===== src/rtl/mips_pkg.sv =====
// Shared MIPS control definitions.
// Opcodes, funct codes, ALU encodings and controller states.
package mips_pkg;

  localparam logic [5:0] OP_RTYPE = 6'b000000;
  localparam logic [5:0] OP_LW    = 6'b100011;
  localparam logic [5:0] OP_SW    = 6'b101011;
  localparam logic [5:0] OP_BEQ   = 6'b000100;
  localparam logic [5:0] OP_ADDI  = 6'b001000;
  localparam logic [5:0] OP_J     = 6'b000010;

  localparam logic [5:0] F_ADD = 6'b100000;
  localparam logic [5:0] F_SUB = 6'b100010;
  localparam logic [5:0] F_AND = 6'b100100;
  localparam logic [5:0] F_OR  = 6'b100101;
  localparam logic [5:0] F_SLT = 6'b101010;

  typedef enum logic [1:0] {
    ALUOP_ADD   = 2'b00,
    ALUOP_SUB   = 2'b01,
    ALUOP_FUNCT = 2'b10,
    ALUOP_RSVD  = 2'b11
  } aluop_t;

  localparam logic [2:0] ALU_AND = 3'b000;
  localparam logic [2:0] ALU_OR  = 3'b001;
  localparam logic [2:0] ALU_ADD = 3'b010;
  localparam logic [2:0] ALU_SUB = 3'b110;
  localparam logic [2:0] ALU_SLT = 3'b111;

  typedef enum logic [3:0] {
    S_FETCH   = 4'd0,
    S_DECODE  = 4'd1,
    S_MEMADR  = 4'd2,
    S_MEMRD   = 4'd3,
    S_MEMWB   = 4'd4,
    S_MEMWR   = 4'd5,
    S_RTYPEEX = 4'd6,
    S_RTYPEWB = 4'd7,
    S_BEQEX   = 4'd8,
    S_ADDIEX  = 4'd9,
    S_ADDIWB  = 4'd10,
    S_JEX     = 4'd11
  } statetype_t;

endpackage


===== src/rtl/mc_aludec.sv =====
// ALU decoder: aluop plus funct to ALU operation.
// Shared with the single-cycle decoder.
module mc_aludec
  import mips_pkg::*;
(
  input  aluop_t     aluop,
  input  logic [5:0] funct,
  output logic [2:0] alucontrol
);

  always_comb begin
    alucontrol = ALU_ADD;
    unique case (aluop)
      ALUOP_ADD:  alucontrol = ALU_ADD;
      ALUOP_SUB:  alucontrol = ALU_SUB;
      ALUOP_RSVD: alucontrol = ALU_ADD;
      ALUOP_FUNCT: begin
        case (funct)
          F_ADD:   alucontrol = ALU_ADD;
          F_SUB:   alucontrol = ALU_SUB;
          F_AND:   alucontrol = ALU_AND;
          F_OR:    alucontrol = ALU_OR;
          F_SLT:   alucontrol = ALU_SLT;
          default: alucontrol = ALU_ADD;
        endcase
      end
    endcase
  end

endmodule


===== src/rtl/mc_controller.sv =====
// Multicycle MIPS control unit: Moore FSM driving
// the shared-memory datapath selects and enables.
module mc_controller
  import mips_pkg::*;
#(
  parameter bit SUPPORT_J = 1'b1
) (
  input  logic       clk,
  input  logic       reset,
  input  logic [5:0] op,
  input  logic [5:0] funct,
  input  logic       zero,
  output logic       pcen,
  output logic       memwrite,
  output logic       irwrite,
  output logic       regwrite,
  output logic       iord,
  output logic       memtoreg,
  output logic       regdst,
  output logic       alusrca,
  output logic [1:0] alusrcb,
  output logic [1:0] pcsrc,
  output logic [2:0] alucontrol,
  output logic       instr_done,
  output logic       illegal
);

  statetype_t state_q, state_d;
  aluop_t     aluop;
  logic       pcwrite;
  logic       branch;
  logic       is_mem, is_r, is_beq;
  logic       is_addi, is_j;

  assign is_mem  = (op == OP_LW) || (op == OP_SW);
  assign is_r    = (op == OP_RTYPE);
  assign is_beq  = (op == OP_BEQ);
  assign is_addi = (op == OP_ADDI);
  assign is_j    = SUPPORT_J && (op == OP_J);

  always_ff @(posedge clk or negedge reset) begin
    if (!reset) state_q <= S_FETCH;
    else        state_q <= state_d;
  end

  always_comb begin
    state_d    = S_FETCH;
    pcwrite    = 1'b0;
    branch     = 1'b0;
    memwrite   = 1'b0;
    irwrite    = 1'b0;
    regwrite   = 1'b0;
    iord       = 1'b0;
    memtoreg   = 1'b0;
    regdst     = 1'b0;
    alusrca    = 1'b0;
    alusrcb    = 2'b00;
    pcsrc      = 2'b00;
    aluop      = ALUOP_ADD;
    instr_done = 1'b0;
    illegal    = 1'b0;
    case (state_q)
      S_FETCH: begin
        alusrcb = 2'b01;
        irwrite = 1'b1;
        pcwrite = 1'b1;
        state_d = S_DECODE;
      end
      S_DECODE: begin
        alusrcb = 2'b11;
        unique case (1'b1)
          is_mem:  state_d = S_MEMADR;
          is_r:    state_d = S_RTYPEEX;
          is_beq:  state_d = S_BEQEX;
          is_addi: state_d = S_ADDIEX;
          is_j:    state_d = S_JEX;
          default: begin
            illegal = 1'b1;
            state_d = S_FETCH;
          end
        endcase
      end
      S_MEMADR: begin
        alusrca = 1'b1;
        alusrcb = 2'b10;
        state_d = (op == OP_SW) ? S_MEMWR : S_MEMRD;
      end
      S_MEMRD: begin
        iord    = 1'b1;
        state_d = S_MEMWB;
      end
      S_MEMWB: begin
        memtoreg   = 1'b1;
        regwrite   = 1'b1;
        instr_done = 1'b1;
      end
      S_MEMWR: begin
        iord       = 1'b1;
        memwrite   = 1'b1;
        instr_done = 1'b1;
      end
      S_RTYPEEX: begin
        alusrca = 1'b1;
        aluop   = ALUOP_FUNCT;
        state_d = S_RTYPEWB;
      end
      S_RTYPEWB: begin
        regdst     = 1'b1;
        regwrite   = 1'b1;
        instr_done = 1'b1;
      end
      S_BEQEX: begin
        alusrca    = 1'b1;
        aluop      = ALUOP_SUB;
        pcsrc      = 2'b01;
        branch     = 1'b1;
        instr_done = 1'b1;
      end
      S_ADDIEX: begin
        alusrca = 1'b1;
        alusrcb = 2'b10;
        state_d = S_ADDIWB;
      end
      S_ADDIWB: begin
        regwrite   = 1'b1;
        instr_done = 1'b1;
      end
      S_JEX: begin
        pcsrc      = 2'b10;
        pcwrite    = 1'b1;
        instr_done = 1'b1;
      end
      default: state_d = S_FETCH;
    endcase
    // state is already FETCH in reset; only kill the enables
    if (!reset) begin
      pcwrite    = 1'b0;
      branch     = 1'b0;
      memwrite   = 1'b0;
      irwrite    = 1'b0;
      regwrite   = 1'b0;
      instr_done = 1'b0;
      illegal    = 1'b0;
    end
  end

  assign pcen = pcwrite | (branch & zero);

  mc_aludec u_aludec (
    .aluop      (aluop),
    .funct      (funct),
    .alucontrol (alucontrol)
  );

endmodule


===== config.mk =====
export PLATFORM = sky130hd
export DESIGN_NAME = mc_controller
export DESIGN_NICKNAME = d
export VERILOG_FILES = /design/src/rtl/mips_pkg.sv /design/src/rtl/mc_aludec.sv /design/src/rtl/mc_controller.sv
export SDC_FILE = /design/constraint.sdc
export NUM_CORES = 1
export LEC_CHECK = 0
export CAP_MARGIN = 15
export CORE_MARGIN = 2
export CORE_UTILIZATION = 34
export CTS_CLUSTER_SIZE = 8
export DETAILED_ROUTE_END_ITERATION = 8
export PLACE_DENSITY_LB_ADDON = 0.2
export SLEW_MARGIN = 15
export SYNTH_ARGS = -nofsm -noshare
export SYNTH_HDL_FRONTEND = slang
export SYNTH_SLANG_ARGS = --single-unit

===== constraint.sdc =====
create_clock -name clk -period 1.78 [get_ports clk]
set_clock_uncertainty 0.1 [all_clocks]
set_input_delay 0.445 -clock clk [delete_from_list [all_inputs] [get_ports clk]]
set_output_delay 0.445 -clock clk [all_outputs]
set_load 0.01 [all_outputs]

==> flow_summary_export.csv <==
group,metric,value,unit
yosys,yosysMostFrequentCell,"nor2_1",
sta,fmax,422.9,MHz
flow_run,max_cap_viol_count,0,
sta,worst_slack,-0.5845,ns
critical_path,critPathMaxStageDelay,0.49,ns
clocking,clk_latency,0.26,ns
sta,worstMarginPinSlew,0.3392,ns
global_route,grt_pass1_vias,1074,
finish,largest_register_ffs,4,
die,die-height,45.15,µm
yosys,yosysTopAreaCellShare,17.39,%
power,cellLeakagePower,0.0006761,µW
global_route,grt.total_usage,33.36,%
clocking,cts_made_buffers,3,
clocking,cts_tree,"yes",
detailed_routing,drt_iter0_markers,18,
finish,diodes,0,
power,p_seq_share,11.1,%
sta,finalCritPeriodShare,132.8,%
sta,rsz0062_at_grt,"yes",
clocking,clk_pin_slew,0.05,ns
clocking,cts_buffer_depth,2,
power,p_int,906.2,µW
critical_path,cp-end-kind,"output port",
critical_path,crit_required,1.23,ns
place,dp_cells,152,
clocking,h-tree-depth,1,
place,place.gp.congestion,0.8369,
power,total_power,1605,µW
power,vdd_drop_max,953.0,µV
die,row_count,14,
yosys,synth_area_leaders,"dfrtp_1 17%, and3_1 6.5%, nor3_1 6.1%, nor2_1 5.2%, nand2_1 4.6%",
power,power_density,1110,nW/µm²
sta,slew_headroom,77.24,%
detailed_routing,routed_wl,3.887,mm
yosys,ys_ff_latch,4,
critical_path,path_buf_inv,2,
finish,layout.cells.non_filler,177,
die,die_area,2038,µm²
critical_path,start_kind,"input pin",
status,run_status,"complete, but fails checks",
yosys,synth_edf_count,0,
sta,min_period,2.365,ns
global_route,antenna_found_initial,0,
place,place_ws,-0.7933,ns
worst_hold_path,hold_class,"in2async",
clocking,clock-sinks,4,
detailed_routing,drtAntennaViolNets,0,
detailed_routing,firstDrtPassIters,4,
critical_path,slowest_stage,"clkdlybuf4s50_1",
finish,syn2layout_area_growth,151.3,%
power,swShare,43.54,%
finish,reg_top3,"state_q x4",
critical_path,critical_path.top_delay_family,"buffers and inverters",
yosys,synth_nets,98,
yosys,synth_commonest_cells,"8 x nor2_1, 7 x nand2_1, 7 x nor3_1, 6 x and3_1, 5 x inv_1",
global_route,grt_overflow,0,
sta,hold_ws,0.2773,ns
critical_path,path_cells,"clkdlybuf4s50_1 > nor3b_2 > nand2_1 > a211o_1 > buf_2",
die,start_util,37.34,%
yosys,yosysSeqAreaShare,17.39,%
yosys,async_reset_ff_share,100.0,%
yosys,yosys.area.top_type,"dfrtp_1",
power,pwr-share-clk,8.3,%
place,port-buffer-count,31,
die,core,1541,µm²
die,die_x,45.15,µm
critical_path,path_class,"in2out",
place,place_hpwl,1.687,mm
global_route,grt_max_degree,12,
yosys,yosysUniqueCellTypes,34,
critical_path,r2r_slack,0.05,ns
die,ios,32,
yosys,synth_cells,81,
critical_path,critPathArrivalTime,1.82,ns
power,p_comb_share,80.6,%
finish,fin_nets,180,
global_route,grt_pass1_wl,4.864,mm
detailed_routing,avgRoutedWirePerCell,21.96,µm
critical_path,cp_max_fo,2,
finish,drive_above_1_share,66.46,%
sta,report.final.slew_viol_count,0,
detailed_routing,drc_errors,0,
yosys,synth_ff_type,"dfrtp_1",
yosys,yosys_warnings,0,
status,violations,"negative setup slack",
clocking,root_buffer,"clkbuf_4",
finish,largest-register,"state_q",
yosys,syn_area_per_cell,7.106,µm²
detailed_routing,num_vias,1089,
sta,setup_viol,17,
power,power_switching,698.8,µW
detailed_routing,drt-vias-per-instance,6.153,
yosys,synth_area,575.6,µm²
sta,hold_viol,0,
timing repair:
action | in CTS | in global routing
pin swaps | 16 | 8
hold endpoints to repair | 0 | 0
hold buffers | 0 | 0
resized for setup | 118 | 18
buffers inserted | 18 | 8
setup endpoints to repair | 17 | 18
power groups by stage:
| stage | Clock [µW] | Sequential (µW) | Combinational [µW] |
|---|---|---|---|
| finish | 134 | 178 | 1290 |
| detailed placement | 0 | 166 | 784 |
| floorplan | 0 | 144 | 396 |
| global placement | 0 | 166 | 764 |
| global route | 137 | 178 | 1350 |
| CTS | 118 | 177 | 1070 |
per-layer routing:
metal / share of wire, % / routed length (µm) / global-route usage [%] / up-vias
met5: 0 / 0 / 0 / -
met4: 6.3 / 246 / 18.24 / 0
met3: 8.2 / 317 / 4.800 / 31
met2: 51 / 1971 / 61.71 / 89
met1: 35 / 1350 / 35.68 / 505
li1: - / - / - / 464
through the flow:
step / setup TNS, ns / area, µm² / utilization (%)
6_report: -5.031 / 1446 / 93.83
5_1_grt: -5.688 / 1446 / 93.83
4_1_cts: -3.367 / 1359 / 88.15
3_5_place_dp: -8.152 / 1112 / 72.16
3_3_place_gp: -7.610 / 1112 / 72.16
2_1_floorplan: -0.05594 / 610.6 / -
kinds of logic after synthesis:
group                      Yosys count  share of synthesized area (%)
xor gates and xnor gates             3                          4.566
DFF                                  4                          17.39
adders and majority gates            2                          4.347
AOI/OAI and AO/OA                   20                          23.70
and+or+nand+nor                     42                          39.79
buffers and inverters               10                          10.22
layout by cell type (no fill, tap or decap), types with 3 or more instances in the layout:
cell,instances
dfrtp_2,3
buf_4,30
nor3_2,4
o21ai_0,3
xor2_1,3
buf_6,25
buf_2,12
nor2_4,3
inv_2,4
nor2_1,4
clkbuf_4,3
dlygate4sd2_1,6
nand2_1,4
clkdlybuf4s50_1,8
and3_1,4
worst register-to-register path, cell delays in order (launching register included):
cell and delay [ns]:
dfrtp_2 0.42, buf_6 0.13, buf_6 0.11, and2b_2 0.24
buf_6 0.12, buf_4 0.12, buf_4 0.13, o2111ai_1 0.10
o221ai_2 0.14
final cells by class:
| class | instances | area, µm² |
|---|---|---|
| repair buffers | 82 | 704.4 |
| inverters | 5 | 21.27 |
| multi-input cells | 67 | 574.3 |
| clock buffers | 3 | 22.52 |
| well taps | 16 | 20.02 |
| flip-flops and latches | 4 | 103.9 |
| fillers | 51 | 95.09 |
path summary, 6_finish.rpt:
kind / from / to / depth (start not counted)
worst min register to register: state_q[3] / state_q[0] / 2
max in group asynchronous: reset / state_q[2] / 2
worst max-delay path: funct[2] / alucontrol[1] / 5
worst max register to register: state_q[1] / state_q[1] / 8
min in group clk: state_q[3] / state_q[0] / 2
worst min-delay path: reset / state_q[0] / 2
Note: power is estimated with default switching activity, not from simulation.
